File: config.mk
export PLATFORM = sky130hd
export DESIGN_NAME = mem_port_arbiter
export DESIGN_NICKNAME = d
export VERILOG_FILES = /design/src/rtl/mem_arb_pkg.sv /design/src/rtl/rr_arb2.sv /design/src/rtl/mem_port_arbiter.sv
export SDC_FILE = /design/constraint.sdc
export NUM_CORES = 1
export LEC_CHECK = 0
export CELL_PAD_IN_SITES_DETAIL_PLACEMENT = 0
export CELL_PAD_IN_SITES_GLOBAL_PLACEMENT = 2
export CORE_AREA = 5 5 215 217
export DETAILED_ROUTE_END_ITERATION = 12
export DIE_AREA = 0 0 220 222
export DONT_BUFFER_PORTS = 1
export PLACE_DENSITY_LB_ADDON = 0.25
export SLEW_MARGIN = 0
export SYNTH_ARGS = -nofsm -noshare
export SYNTH_HDL_FRONTEND = slang
export SYNTH_SLANG_ARGS = --single-unit
export TNS_END_PERCENT = 20
File: constraint.sdc
create_clock -name clk -period 14.74 [get_ports clk]
set_input_delay 3.685 -clock clk [delete_from_list [all_inputs] [get_ports clk]]
set_output_delay 3.685 -clock clk [all_outputs]
set_load 0.02 [all_outputs]
File: src/rtl/mem_arb_pkg.sv
// Shared definitions for the memory-port arbiter.
//   - FSM state encoding for the arbiter top
//   - line / beat widths
//   - requester identifiers (m0 = dcache, m1 = icache)
//   - done_match(): selects the done strobe matching the transaction direction
package mem_arb_pkg;

  localparam int unsigned LINE_W = 128;
  localparam int unsigned BEAT_W = 32;

  localparam logic ID_DCACHE = 1'b0;
  localparam logic ID_ICACHE = 1'b1;

  typedef enum logic [1:0] {
    ST_IDLE    = 2'd0,
    ST_BUSY    = 2'd1,
    ST_RELEASE = 2'd2
  } arb_state_e;

  // A done strobe only counts when it matches the direction of the transaction.
  function automatic logic done_match(input logic is_wr, input logic rd_dn, input logic wr_dn);
    return is_wr ? wr_dn : rd_dn;
  endfunction

endpackage

File: src/rtl/rr_arb2.sv
// Two-input round-robin picker.
// Ports:
//   i_clk, i_reset  clock, asynchronous active-high reset
//   i_req[1:0]      request levels (bit 0 = m0, bit 1 = m1)
//   i_update        commit the current pick (pointer moves only on a contested pick)
//   o_gnt_valid     at least one request present
//   o_gnt_id        winning requester
module rr_arb2
  import mem_arb_pkg::*;
(
  input  logic       i_clk,
  input  logic       i_reset,
  input  logic [1:0] i_req,
  input  logic       i_update,
  output logic       o_gnt_valid,
  output logic       o_gnt_id
);

  // Pointer names the requester that wins the next tie.
  logic r_ptr;

  always_comb begin
    o_gnt_valid = |i_req;
    if (&i_req) begin
      o_gnt_id = r_ptr;
    end else begin
      o_gnt_id = i_req[1];
    end
  end

  always_ff @(posedge i_clk or posedge i_reset) begin
    if (i_reset) begin
      r_ptr <= ID_DCACHE;
    end else if (i_update && (&i_req)) begin
      r_ptr <= ~o_gnt_id;
    end
  end

endmodule

File: src/rtl/mem_port_arbiter.sv
// Shares the single backing-memory refill/writeback port between the dcache (m0)
// and the icache (m1). Round-robin grant, locked for a whole transaction and
// released on the memory's matching done pulse, followed by one RELEASE cycle.
// Ports:
//   clk, reset                    clock, asynchronous active-high reset
//   mX_req/wr/addr/wdata          requester transaction (level request)
//   mX_valid/data/rd_done/wr_done responses routed to the granted requester
//   req/wr/daddr/dirty_data       registered transaction towards memory
//   valid/data_i/rd_done/wr_done  memory responses
//   grant_id                      current/last owner
//   err                           watchdog timeout pulse
// Optional feature: define MEM_ARB_TIMEOUT_EN to enable the BUSY watchdog
// (TO_CYCLES cycles); otherwise err is tied low and BUSY waits indefinitely.
module mem_port_arbiter
  import mem_arb_pkg::*;
#(
  parameter int unsigned AW        = 20,
  parameter int unsigned NUM       = 4,
  parameter int unsigned TO_CYCLES = 256
) (
  input  logic              clk,
  input  logic              reset,
  input  logic              m0_req,
  input  logic              m0_wr,
  input  logic [AW-1:0]     m0_addr,
  input  logic [LINE_W-1:0] m0_wdata,
  output logic              m0_valid,
  output logic [BEAT_W-1:0] m0_data,
  output logic              m0_rd_done,
  output logic              m0_wr_done,
  input  logic              m1_req,
  input  logic              m1_wr,
  input  logic [AW-1:0]     m1_addr,
  input  logic [LINE_W-1:0] m1_wdata,
  output logic              m1_valid,
  output logic [BEAT_W-1:0] m1_data,
  output logic              m1_rd_done,
  output logic              m1_wr_done,
  output logic              req,
  output logic              wr,
  output logic [AW-1:0]     daddr,
  output logic [LINE_W-1:0] dirty_data,
  input  logic              valid,
  input  logic [BEAT_W-1:0] data_i,
  input  logic              rd_done,
  input  logic              wr_done,
  output logic              grant_id,
  output logic              err
);

  // Beat count is taken from rd_done; NUM only documents the line layout.
  if (NUM != 4) begin : g_num_check
    $error("mem_port_arbiter: NUM must be 4");
  end
  if (TO_CYCLES < 2) begin : g_to_check
    $error("mem_port_arbiter: TO_CYCLES must be at least 2");
  end

  arb_state_e        r_state;
  arb_state_e        w_state_next;
  logic              r_req;
  logic              r_wr;
  logic [AW-1:0]     r_daddr;
  logic [LINE_W-1:0] r_dirty;
  logic              r_grant_id;

  logic              w_gnt_valid;
  logic              w_gnt_id;
  logic              w_grant_en;
  logic              w_busy;
  logic              w_done;
  logic              w_timeout;
  logic              w_release;

  rr_arb2 u_rr_arb2 (
    .i_clk       (clk),
    .i_reset     (reset),
    .i_req       ({m1_req, m0_req}),
    .i_update    (w_grant_en),
    .o_gnt_valid (w_gnt_valid),
    .o_gnt_id    (w_gnt_id)
  );

  always_comb begin
    w_busy     = (r_state == ST_BUSY);
    w_grant_en = (r_state == ST_IDLE) && w_gnt_valid;
    w_done     = w_busy && done_match(r_wr, rd_done, wr_done);
  end

`ifdef MEM_ARB_TIMEOUT_EN
  localparam int unsigned CntW = $clog2(TO_CYCLES);

  logic [CntW-1:0] r_cnt;

  always_ff @(posedge clk or posedge reset) begin
    if (reset) begin
      r_cnt <= '0;
    end else if (w_grant_en) begin
      r_cnt <= '0;
    end else if (w_busy) begin
      r_cnt <= r_cnt + 1'b1;
    end
  end

  always_comb begin
    w_timeout = w_busy && !w_done && (r_cnt == CntW'(TO_CYCLES - 1));
  end
`else
  always_comb begin
    w_timeout = 1'b0;
  end
`endif

  always_comb begin
    w_release = w_done || w_timeout;
  end

  // State register
  always_ff @(posedge clk or posedge reset) begin
    if (reset) begin
      r_state <= ST_IDLE;
    end else begin
      r_state <= w_state_next;
    end
  end

  // Next-state logic
  always_comb begin
    w_state_next = r_state;
    unique case (r_state)
      ST_IDLE:    if (w_gnt_valid) w_state_next = ST_BUSY;
      ST_BUSY:    if (w_release) w_state_next = ST_RELEASE;
      ST_RELEASE: w_state_next = ST_IDLE;
      default:    w_state_next = ST_IDLE;
    endcase
  end

  // Memory-side transaction registers; operands stay put after release so
  // daddr/grant_id keep describing the last transaction.
  always_ff @(posedge clk or posedge reset) begin
    if (reset) begin
      r_req      <= 1'b0;
      r_wr       <= 1'b0;
      r_daddr    <= '0;
      r_dirty    <= '0;
      r_grant_id <= ID_DCACHE;
    end else if (w_grant_en) begin
      r_req      <= 1'b1;
      r_wr       <= w_gnt_id ? m1_wr : m0_wr;
      r_daddr    <= w_gnt_id ? m1_addr : m0_addr;
      r_dirty    <= w_gnt_id ? m1_wdata : m0_wdata;
      r_grant_id <= w_gnt_id;
    end else if (w_release) begin
      r_req <= 1'b0;
    end
  end

  // Outputs: response routing only while BUSY, so stray strobes are dropped.
  always_comb begin
    req        = r_req;
    wr         = r_wr;
    daddr      = r_daddr;
    dirty_data = r_dirty;
    grant_id   = r_grant_id;
    err        = w_timeout;
    m0_valid   = 1'b0;
    m0_data    = '0;
    m0_rd_done = 1'b0;
    m0_wr_done = 1'b0;
    m1_valid   = 1'b0;
    m1_data    = '0;
    m1_rd_done = 1'b0;
    m1_wr_done = 1'b0;
    if (w_busy) begin
      if (r_grant_id == ID_DCACHE) begin
        m0_valid   = valid;
        m0_data    = data_i;
        m0_rd_done = !r_wr && (rd_done || w_timeout);
        m0_wr_done = r_wr && (wr_done || w_timeout);
      end else begin
        m1_valid   = valid;
        m1_data    = data_i;
        m1_rd_done = !r_wr && (rd_done || w_timeout);
        m1_wr_done = r_wr && (wr_done || w_timeout);
      end
    end
  end

endmodule

==> results of run 1 <==
[registers in the layout (all words and copies together), names as in the netlist]
register / count
dirty_data: 128
daddr: 20
r_state: 2
grant_id: 1
req: 1
u_rr_arb2.r_ptr: 1
wr: 1
[through the flow]
stage / util, % / setup slack (ns) / hold WS, ns / power (mW) / instance area [sq um]
2_1_floorplan: - / 6.82 / 0.448 / 1.79 / 8670
3_3_place_gp: 20.1 / 6.77 / 0.472 / 2.06 / 8850
3_5_place_dp: 20.1 / 6.77 / 0.482 / 2.05 / 8850
4_1_cts: 21.5 / 6.77 / 0.493 / 2.54 / 9460
5_1_grt: 21.5 / 6.71 / 0.519 / 2.65 / 9460
6_report: 21.6 / 6.77 / 0.491 / 2.50 / 9470
[routing by layer]
layer | global-route usage, % | part of all wire (%) | up-vias
met5 | 0 | 0 | -
met4 | 6.16 | 2.0 | 0
met3 | 5.59 | 7.6 | 47
met2 | 28.8 | 51 | 402
met1 | 19.7 | 39 | 4120
li1 | - | - | 3581
[cell families (layout without fill, tap and decap cells)]
kind of cell / Yosys count / in the layout / share of synthesized area [%]
AOI/OAI and AO/OA: 599 / 599 / 41.1
xor gates and xnor gates: 1 / 1 / 0.101
buffers and inverters: 146 / 48 / 8.32
DFF: 154 / 154 / 44.4
other: 1 / 6 / 0.0432
and+or+nand+nor: 87 / 87 / 6.03
[how the worst min path moves through the flow]
stage	startpoint	endpoint	slack, ns	cells past startpoint
after CTS	u_rr_arb2.r_ptr	u_rr_arb2.r_ptr	0.49	1
final	u_rr_arb2.r_ptr	u_rr_arb2.r_ptr	0.49	1
after global routing	u_rr_arb2.r_ptr	u_rr_arb2.r_ptr	0.52	1
after detailed placement	u_rr_arb2.r_ptr	u_rr_arb2.r_ptr	0.48	1
after floorplan	u_rr_arb2.r_ptr	u_rr_arb2.r_ptr	0.45	1
after global placement	u_rr_arb2.r_ptr	u_rr_arb2.r_ptr	0.47	1
[where the power goes]
part / switching [mW] / internal (mW)
clock network: 0.206 / 0.265
logic: 0.623 / 0.289
registers: 0.484 / 0.637
total: 1.31 / 1.19
[cell type report]
cell class / instances / area [sq um] / share of cell area (%)
clock inverters: 11 / 135 / 1.43
diodes: 5 / 12.5 / 0.132
clock buffers: 21 / 470 / 4.97
repair buffers: 13 / 110 / 1.16
flip-flops and latches: 154 / 3850 / 40.7
multi-input cells: 688 / 4120 / 43.6
well taps: 592 / 741 / 7.82
inverters: 3 / 21.3 / 0.225
[synthesized netlist by cell type]
| library cell | instances |
|---|---|
| buf_4 | 3 |
| o21ai_0 | 149 |
| o21ai_1 | 1 |
| nor2_1 | 3 |
| a32o_1 | 1 |
| inv_1 | 2 |
| dfrtp_1 | 154 |
| inv_2 | 1 |
| a311oi_1 | 149 |
| and2b_2 | 1 |
| buf_1 | 7 |
| conb_1 | 1 |
| nand3_1 | 1 |
| nand2b_1 | 3 |
| a21oi_1 | 299 |
| buf_2 | 39 |
| nand2_1 | 5 |
| xor2_1 | 1 |
| and3_1 | 34 |
| clkbuf_2 | 1 |
| clkbuf_1 | 78 |
| nor2_2 | 2 |
| and2_1 | 33 |
| buf_6 | 15 |
| or2_1 | 2 |
| nor2b_1 | 1 |
| nor3_1 | 2 |
==> results_dict.tcl, run 1 <==
set metrics [dict create \
    synthDistinctLibCells 27 \
    gp_congestion 0.762 \
    final_common_cell "a21oi_1" \
    fmax_mhz 126 \
    hold_viol 0 \
    syn_inst 988 \
    grt_overflow 0 \
    rows 77 \
    crit_end "m0_wr_done" \
    yosys-top-cells-area "dfrtp_1 44%, a21oi_1 17%, a311oi_1 15%" \
    cp_cell_sequence "nand2_1, nor3_1" \
    clk_path_buf_depth 2 \
    yosysSeqAreaShare_pct 44.4 \
    ys_warn_count 0 \
    cpPeakStageDelay_ns 0.53 \
    wl_per_cell_um 29.4 \
    synth.top_cell.area_share_pct 44.4 \
    grt_usage_pct 16.9 \
    htree_levels 4 \
    r2r-start "u_rr_arb2.r_ptr" \
    slew_headroom_pct 23.6 \
    hpwl_um 27800 \
    vdd_drop_max_uv 147 \
    fin_cells 1487 \
    critPathTopFamily "simple AND/OR/NAND/NOR gates" \
    grt_pass1_vias 8254 \
    syn_area_per_cell_sq_um 8.78 \
    syn-num-nets 1325 \
    core_area_sq_um 43900 \
    grt_pass1_wl_um 61400 \
    cts_buffers 17 \
    io_buffers 0 \
    nets 1214 \
    finalSetupTns_ns 0 \
    ios 559 \
    cp_num_cells 2 \
    placed_cells 1450 \
    die_area_sq_um 48800 \
    routed_via_density 5.48 \
    grt_max_degree 155 \
    critPathLaunchType "input pin" \
    fillers 4913 \
    fin_crit_ns 7.97 \
    finClkSkew_ns 0.00775 \
    cts_resized 0 \
    slew_viol_final 0 \
    crit_fanout 4 \
    dr_total_vias 8150 \
    ys_ff_latch 154 \
    reg2reg_to "dirty_data[119]" \
    drtIter0Drc 678 \
    min_path_type "reg2reg" \
    clock_latency_ns 0.48 \
    initial_core_util_pct 19.7 \
    r2r_cells 4 \
    drt-total-wl_um 43800 \
    worstPathArrival_ns 4.28 \
    dieHeight_um 222 \
    path_buf_inv 0 \
    cts_tree "built" \
    endpoint_kind "primary output" \
    p_leak_nw 3.17 \
    regToRegSetupSlack_ns 12.09 \
    synth_area_leader_cell "dfrtp_1" \
    p_per_area_nw_per_um2 264 \
    holdBufCountCts 0 \
    syn_area_sq_um 8670 \
    worst_slew_pin_slew_ns 1.15 \
    cts_setup_buffers 0 \
    setup_viol 0 \
    criticalPathCategory "in2out" \
    crit_required_ns 11.06 \
    post-route-period-util_pct 54.1 \
    area_growth_pct 9.16 \
    drc 0 \
    cts_root_buf "clkbuf_16" \
    ant_nets 0 \
    final_cell_mix "299 x a21oi_1, 154 x dfrtp_1, 149 x o21ai_0, 149 x a311oi_1, 34 x and3_1" \
    drv_cap 0 \
    crit_start "wr_done" \
    rsz0062_at_grt "false" \
    slowest_stage "nor3_1" \
    drt-pass1-iter-count 5 \
    path_clk_slew_ns 0.07 \
    drive_gt1_share_pct 5.96 \
    cts.sinks 154 \
    die_x_um 220 \
    outcome "complete, no violations" \
    antenna_found_initial 5 \
]
Note: power is estimated with default switching activity, not from simulation.
==> inputs of run 2 (changes only) <==
- clock period: 14.74 -> 8.35 ns (I/O delays scaled with it)
==> run 2 against run 1 <==
Compared with the run above:
- die area did not move
- hold slack worse by 0.0031 ns
- final cell count increased by 0.20%
- critical path depth did not move
- critical endpoint is now m0_rd_done
- combinational power is 76% higher
- register-to-register slack got worse by 6.7 ns
- utilization shrank 0.17 points
- first-iteration DRC count is 9.4% lower
- setup slack worse by 3.2 ns
- global-route usage is 0.26 points higher
==> results_dict.tcl, run 2 (synthesis gave the netlist of run 1 again) <==
set metrics [dict create \
    cts_buffers 17 \
    nets 1214 \
    pre_cts_ws_ns 3.58 \
    largest_reg_flops 128 \
    whs_path_depth 1 \
    cts.sinks 154 \
    ant_nets 0 \
    final_cell_mix "299 x a21oi_1, 154 x dfrtp_1, 149 x o21ai_0, 149 x a311oi_1, 34 x and3_1" \
    r2r-start "r_state[1]" \
    cp_cell_sequence "nand2b_1, nor3_1" \
    vdd_drop_max_uv 186 \
    drv_cap 0 \
    drt-total-wl_um 44300 \
    endpoint_kind "primary output" \
    cpPeakStageDelay_ns 0.51 \
    io_buffers 0 \
    setup_viol 0 \
    grt_pass1_wl_um 62700 \
    criticalPathCategory "in2out" \
    post-route-period-util_pct 57.1 \
    met2_length_um 22400 \
    multi_input_area_sq_um 4120 \
    r2r_cells 5 \
    core_area_sq_um 43900 \
    worstPathArrival_ns 2.68 \
    dr_total_vias 8186 \
    slew_viol_final 0 \
    grt_usage_pct 17.1 \
    finClkSkew_ns 0.0117 \
    min_path_type "reg2reg" \
    clock_latency_ns 0.48 \
    rsz0062_at_grt "false" \
    p_leak_nw 3.15 \
    wl_met3_um 3760 \
    hp-start "u_rr_arb2.r_ptr" \
    clk_path_buf_depth 2 \
    fmax_mhz 210 \
    initial_core_util_pct 19.7 \
    crit_fanout 4 \
    top_layer_used "met5" \
    wl_per_cell_um 29.8 \
    hold_viol 0 \
    fillers 4931 \
    reg2reg_to "dirty_data[81]" \
    hpwl_um 28600 \
    holdBufCountCts 0 \
    area_growth_pct 8.28 \
    gp_congestion 0.762 \
    slowest_stage "nor3_1" \
    post-route-util_pct 21.4 \
    htree_levels 4 \
    register_area_sq_um 3850 \
    hold_end "u_rr_arb2.r_ptr" \
    cts_setup_buffers 0 \
    crit_required_ns 6.26 \
    antenna_found_initial 11 \
    met1_length_um 17300 \
    cts_root_buf "clkbuf_16" \
    grt_overflow 0 \
    setup_slack_ns 3.58 \
    finalSetupTns_ns 0 \
    drtIter0Drc 614 \
    critPathTopFamily "simple AND/OR/NAND/NOR gates" \
    dieHeight_um 222 \
    p_per_area_nw_per_um2 462 \
    grt_pass1_vias 8272 \
    ios 559 \
    path_buf_inv 0 \
    outcome "complete, no violations" \
    cts_resized 0 \
    final_common_cell "a21oi_1" \
    routed_via_density 5.49 \
    die_x_um 220 \
    worst_slew_pin_slew_ns 1.11 \
    grt_max_degree 155 \
    cts_tree "built" \
    critPathLaunchType "input pin" \
    drive_gt1_share_pct 5.96 \
    fin_crit_ns 4.77 \
    drc 0 \
    drt-pass1-iter-count 5 \
    rows 77 \
    regToRegSetupSlack_ns 5.39 \
    die_area_sq_um 48800 \
    slew_headroom_pct 26.2 \
    path_clk_slew_ns 0.07 \
]
==> run 2: cell types whose count changed in the layout (fill, tap and decap cells not counted), sizes merged <==
cell,previous run,this run
clkinv,1,6
inv,6,7
clkbuf,21,19
diode,5,8
bufinv,2,0
clkinvlp,5,3
==> run 2: metal layers <==
metal / vias to the layer above / track usage [%]
met5: - / 0
met4: 4 / 6.02
met3: 55 / 6.06
met2: 401 / 28.5
met1: 4142 / 20.5
li1: 3584 / -
==> run 2: worst max-delay path by stage <==
stage | from | cells past startpoint | slack [ns] | end
floorplan | reset | 1 | 2.11 | daddr[0]
global placement | rd_done | 2 | 3.58 | m0_rd_done
detailed placement | wr_done | 2 | 3.58 | m0_wr_done
CTS | wr_done | 2 | 3.58 | m0_wr_done
global route | rd_done | 2 | 3.52 | m0_rd_done
finish | rd_done | 2 | 3.58 | m0_rd_done
==> run 2: stage by stage <==
step | instances | hold WS (ns) | total power, mW | cell area (sq um)
after floorplan | 988 | 0.448 | 3.15 | 8670
after global placement | 1450 | 0.473 | 3.62 | 8840
after detailed placement | 1450 | 0.474 | 3.62 | 8840
after CTS | 1482 | 0.486 | 4.40 | 9370
after global routing | 1488 | 0.513 | 4.61 | 9390
final | 1490 | 0.488 | 4.33 | 9390
==> run 2: final cells by class <==
cell class                 instances  area share (%)
multi-input combinational        688            43.9
timing repair buffer              13            1.04
sequential                       154            41.0
clock buffer                      19            4.72
tap                              592            7.89
clock inverter                    13           0.973
inverter                           3           0.226
antenna                            8           0.213
==> run 2: worst register-to-register path: stages, from the launching register on <==
cell	delay, ns
dfrtp_1	0.43
nor2_4	0.51
buf_4	0.67
buf_4	0.85
a21oi_1	0.26
a21oi_1	0.18
==> run 2: where the power goes <==
part	switching, mW	total (mW)	internal [mW]	leakage [nW]
logic	1.10	1.60	0.503	1.17
clock network	0.368	0.756	0.388	0.260
registers	0.855	1.98	1.13	1.72
==> inputs of run 3 (changes only) <==
- CORE_AREA: 5 5 215 217 -> 5 5 216 218
- DIE_AREA: 0 0 220 222 -> 0 0 221 223
- clock period: 8.35 -> 3.92 ns (I/O delays scaled with it)
==> run 3 against run 2 <==
Compared with the run above:
- sequential cell count stayed put
- via count increased by 0.87%
- clock power grew 140%
- largest cell class unchanged
- largest power group unchanged
==> results_dict.tcl, run 3 (synthesis gave the netlist of run 1 again) <==
set metrics [dict create \
    p_seq_share_pct 43.3 \
    ant_nets 0 \
    r2r_cells 4 \
    drt-pass1-iter-count 7 \
    cts_tree "built" \
    swShare_pct 51.0 \
    clock_latency_ns 0.48 \
    nets 1232 \
    final_cell_mix "299 x a21oi_1, 154 x dfrtp_1, 149 x o21ai_0, 149 x a311oi_1, 34 x and3_1" \
    post-route-period-util_pct 82.7 \
    endpoint_kind "primary output" \
    hold_viol 0 \
    grt_pass1_vias 8230 \
    grt_max_degree 155 \
    setup_slack_ns 0.677 \
    internal_power_mw 4.72 \
    drtIter0Drc 523 \
    worst_slew_pin_slew_ns 1.07 \
    crit_fanout 35 \
    drc 0 \
    wl_per_cell_um 28.9 \
    fillers 4977 \
    finClkSkew_ns 0.0121 \
    min_path_type "reg2reg" \
    hpwl_um 29200 \
    core_area_sq_um 44700 \
    cts_resized 0 \
    largest_reg_flops 128 \
    p_per_area_nw_per_um2 991 \
    holdBufCountCts 0 \
    p_sw_mw 4.93 \
    p_leak_nw 3.31 \
    cts_buffers 17 \
    critPathTopFamily "simple AND/OR/NAND/NOR gates" \
    dieHeight_um 223 \
    rows 78 \
    drv_cap 0 \
    hold_end "u_rr_arb2.r_ptr" \
    cts.sinks 154 \
    fmax_mhz 308 \
    drt-total-wl_um 43700 \
    cpPeakStageDelay_ns 0.85 \
    p_clk_share_pct 19.0 \
    pre_cts_ws_ns 1.15 \
    fin_crit_ns 3.24 \
    r2r-start "r_state[1]" \
    drive_gt1_share_pct 7.61 \
    path_clk_slew_ns 0.07 \
    final_common_cell "a21oi_1" \
    htree_levels 4 \
    rsz0062_at_grt "false" \
    cts_root_buf "clkbuf_16" \
    outcome "complete, no violations" \
    dr_total_vias 8257 \
    io_buffers 0 \
    grt_overflow 0 \
    area_growth_pct 12.3 \
    die_area_sq_um 49300 \
    clk_path_buf_depth 2 \
    criticalPathCategory "reg2out" \
    grt_pass1_wl_um 62500 \
    gp_congestion 0.859 \
    reg2reg_to "daddr[1]" \
    path_buf_inv 0 \
    vdd_drop_max_uv 402 \
    ios 559 \
    die_x_um 221 \
    comb_power_share_pct 37.7 \
    setup_viol 0 \
    cp_cell_sequence "nor2b_2, nand2_1, nor2_1" \
    crit_required_ns 2.94 \
    grt_usage_pct 16.7 \
    whs_path_depth 1 \
    crit_start "r_state[0]" \
    critPathLaunchType "flip-flop" \
    slew_headroom_pct 28.5 \
    hp-start "u_rr_arb2.r_ptr" \
    antenna_found_initial 6 \
    finalSetupTns_ns 0 \
    post-route-util_pct 21.8 \
    regToRegSetupSlack_ns 1.86 \
    worstPathArrival_ns 2.26 \
    initial_core_util_pct 19.4 \
    slew_viol_final 0 \
    cts_setup_buffers 0 \
    slowest_stage "nor2b_2" \
    routed_via_density 5.47 \
]
run 3: worst max path at each step:
stage	end	slack [ns]	cells after the start
floorplan	daddr[0]	1.0	1
global placement	m0_wr_done	1.15	2
detailed placement	m0_wr_done	1.15	2
CTS	m1_rd_done	0.63	3
global route	m1_rd_done	0.39	3
finish	m1_rd_done	0.68	3
run 3: layout make-up:
| cell class | count | area, sq um | area share [%] |
|---|---|---|---|
| flip-flops and latches | 154 | 3850 | 39.6 |
| well taps | 600 | 751 | 7.71 |
| clock buffers | 20 | 447 | 4.59 |
| diodes | 3 | 7.51 | 0.0771 |
| inverters | 3 | 17.5 | 0.180 |
| repair buffers | 31 | 370 | 3.80 |
| multi-input cells | 688 | 4120 | 42.3 |
| clock inverters | 11 | 170 | 1.75 |
run 3: power by group through the flow:
stage,registers (mW),logic [mW],clock network [mW]
after floorplan,3.81,2.91,0
after global placement,4.26,3.64,0
after detailed placement,4.22,3.66,0
after CTS,4.21,3.67,1.92
after global routing,4.26,4.03,1.96
final,4.18,3.64,1.83
run 3: through the flow:
| stage | hold slack (ns) | instance area, sq um | cells | power (mW) |
|---|---|---|---|---|
| finish | 0.490 | 9740 | 1510 | 9.65 |
| CTS | 0.484 | 9730 | 1507 | 9.81 |
| global placement | 0.479 | 9120 | 1476 | 7.90 |
| detailed placement | 0.472 | 9120 | 1476 | 7.89 |
| floorplan | 0.448 | 8680 | 988 | 6.71 |
| global route | 0.501 | 9740 | 1509 | 10.2 |
run 3: worst register-to-register path, stage by stage, from the launching register on:
cell and delay, ns:
dfrtp_1 0.43, or2_4 0.50, buf_4 0.39, a311oi_1 0.48
a21oi_1 0.13
run 3: routing by layer:
metal	GRT usage [%]	vias to the layer above	wire length, um
li1	-	3613	-
met1	19.8	4146	17200
met2	28.3	446	22100
met3	6.16	50	3590
met4	4.64	2	799
met5	0	-	13
==> RTL change: new RTL, flow settings as in run 3 <==
Set the parameter `AW` to 40 (it was 20).
--- a/src/rtl/mem_port_arbiter.sv
+++ b/src/rtl/mem_port_arbiter.sv
@@ -16,3 +16,3 @@
 #(
-  parameter int unsigned AW        = 20,
+  parameter int unsigned AW        = 40,
   parameter int unsigned NUM       = 4,
Interface: changed (resized daddr, m0_addr and m1_addr); port bits go from 559 to 619. The function was not compared with the original's and may differ.
==> RTL change against run 3 <==
Design area is 11% higher; sequential cell count is 20 higher; first-iteration DRC count is 57% higher; register-to-register slack worse by 0.21 ns; via count is 13% higher; die area stayed put; sequential share of layout area is 0.88 points higher; critical endpoint is now m1_data[6]; worst setup slack better by 0.28 ns; area after synthesis is 13% higher; non-clock buffer count is 4 higher; power is 9.3% higher; final cell count is 6.8% higher; routed wire length is 9.0% higher; clock skew is 0.0015 ns lower.
==> RTL change: results <==
{
  "multi_input_cells": 768,
  "num_antenna_cells": 3,
  "nFillCells": 5003,
  "syn2layout_area_growth_pct": 9.996,
  "synth.avg_cell_area_um2": 8.850,
  "wl_met1_mm": 19.04,
  "critPathCapture": "m1_data[6]",
  "clock-root-buffer": "clkbuf_16",
  "grt_antenna_before_repair": 6,
  "final_core_util": 0.2409,
  "p_leak_uw": 0.003671,
  "grt_pass1_wl_mm": 68.66,
  "final-nonclk-buf-share": 0.04067,
  "place_ws_ns": 1.418,
  "drive_gt1_frac": 0.07129,
  "multi_input_area_share": 0.4275,
  "ys_seq_area_frac": 0.4448,
  "grt_max_degree": 175,
  "routed-wl-met2_mm": 22.51,
  "finClkSkew_ns": 0.01060,
  "slew_headroom": 0.3857,
  "vias": 9342,
  "startpoint": "grant_id$_DFFE_PP0P_",
  "met3_usage": 0.07776,
  "cp_slowest_cell": "dfrtp_1",
  "grt_usage": 0.1816,
  "gp_congestion": 0.8389,
  "sh_seq_area": 0.4044,
  "synth_area_leaders": "dfrtp_1, a21oi_1, a311oi_1",
  "use_met2": 0.2803,
  "critPathTopFamily": "flip-flops",
  "yosys-top-cells-count": "a21oi_1, dfrtp_1, a311oi_1",
  "placed_area_um2": 10160,
  "grt_util_met1": 0.2258,
  "hold_path.class": "input pin to async pin",
  "grt_pass1_vias": 9389,
  "cts_resized": 0,
  "multiInputGateArea_um2": 4603,
  "crit_fanout": 24,
  "dp_hpwl_mm": 32.01,
  "routed_wl_mm": 47.58,
  "nFlopsAndLatches": 174,
  "layout.nets": 1376,
  "status": "finished, final reports clean",
  "arrival_ns": 1.98,
  "r2r_end": "daddr[24]$_DFFE_PP0P_",
  "fin_crit_ns": 2.963,
  "clockNetworkAreaShare": 0.05532,
  "r2r_setup_slack_ns": 1.65,
  "wl_met3_mm": 4.539,
  "synthesis.nets": 1483,
  "clock_buffers": 21,
  "ir_drop_v": 0.0005606,
  "non_clock_buffer_count": 35,
  "synth.distinct_cells": 25,
  "drt-initial-drc-count": 820,
  "stdcell_count": 1613,
  "drtPass1Iterations": 5,
  "slowest_delay_ns": 0.82,
  "fin_hold_ws_ns": 0.4866
}
-- RTL change: cell count changes in the layout (fill, tap and decap cells not counted) --
cell               run 3  this run
dfrtp_1              154       174
nor2b_4                0         1
clkinv_4               1         3
o21ai_1                1       111
clkbuf_8               1         2
buf_4                 20        21
clkinvlp_4             4         1
bufinv_16              4         3
a311oi_1             149       169
and2b_4                1         0
buf_12                11        14
o21ai_0              149        59
a21oi_1              299       339
-- RTL change: kinds of logic after synthesis --
family	Yosys count	synth area share
buf+inv	164	0.08795
flops	174	0.4448
compound gates	679	0.4125
other cells	1	0.0003831
xor+xnor	1	0.0008950
simple gates	87	0.05343
-- RTL change: report_power, final --
part	switching [uW]	internal [uW]	leakage, uW
Sequential	2050	2710	0.00195
Clock	802	1030	0.000293
Combinational	2630	1320	0.00143
Total	5490	5060	0.00367
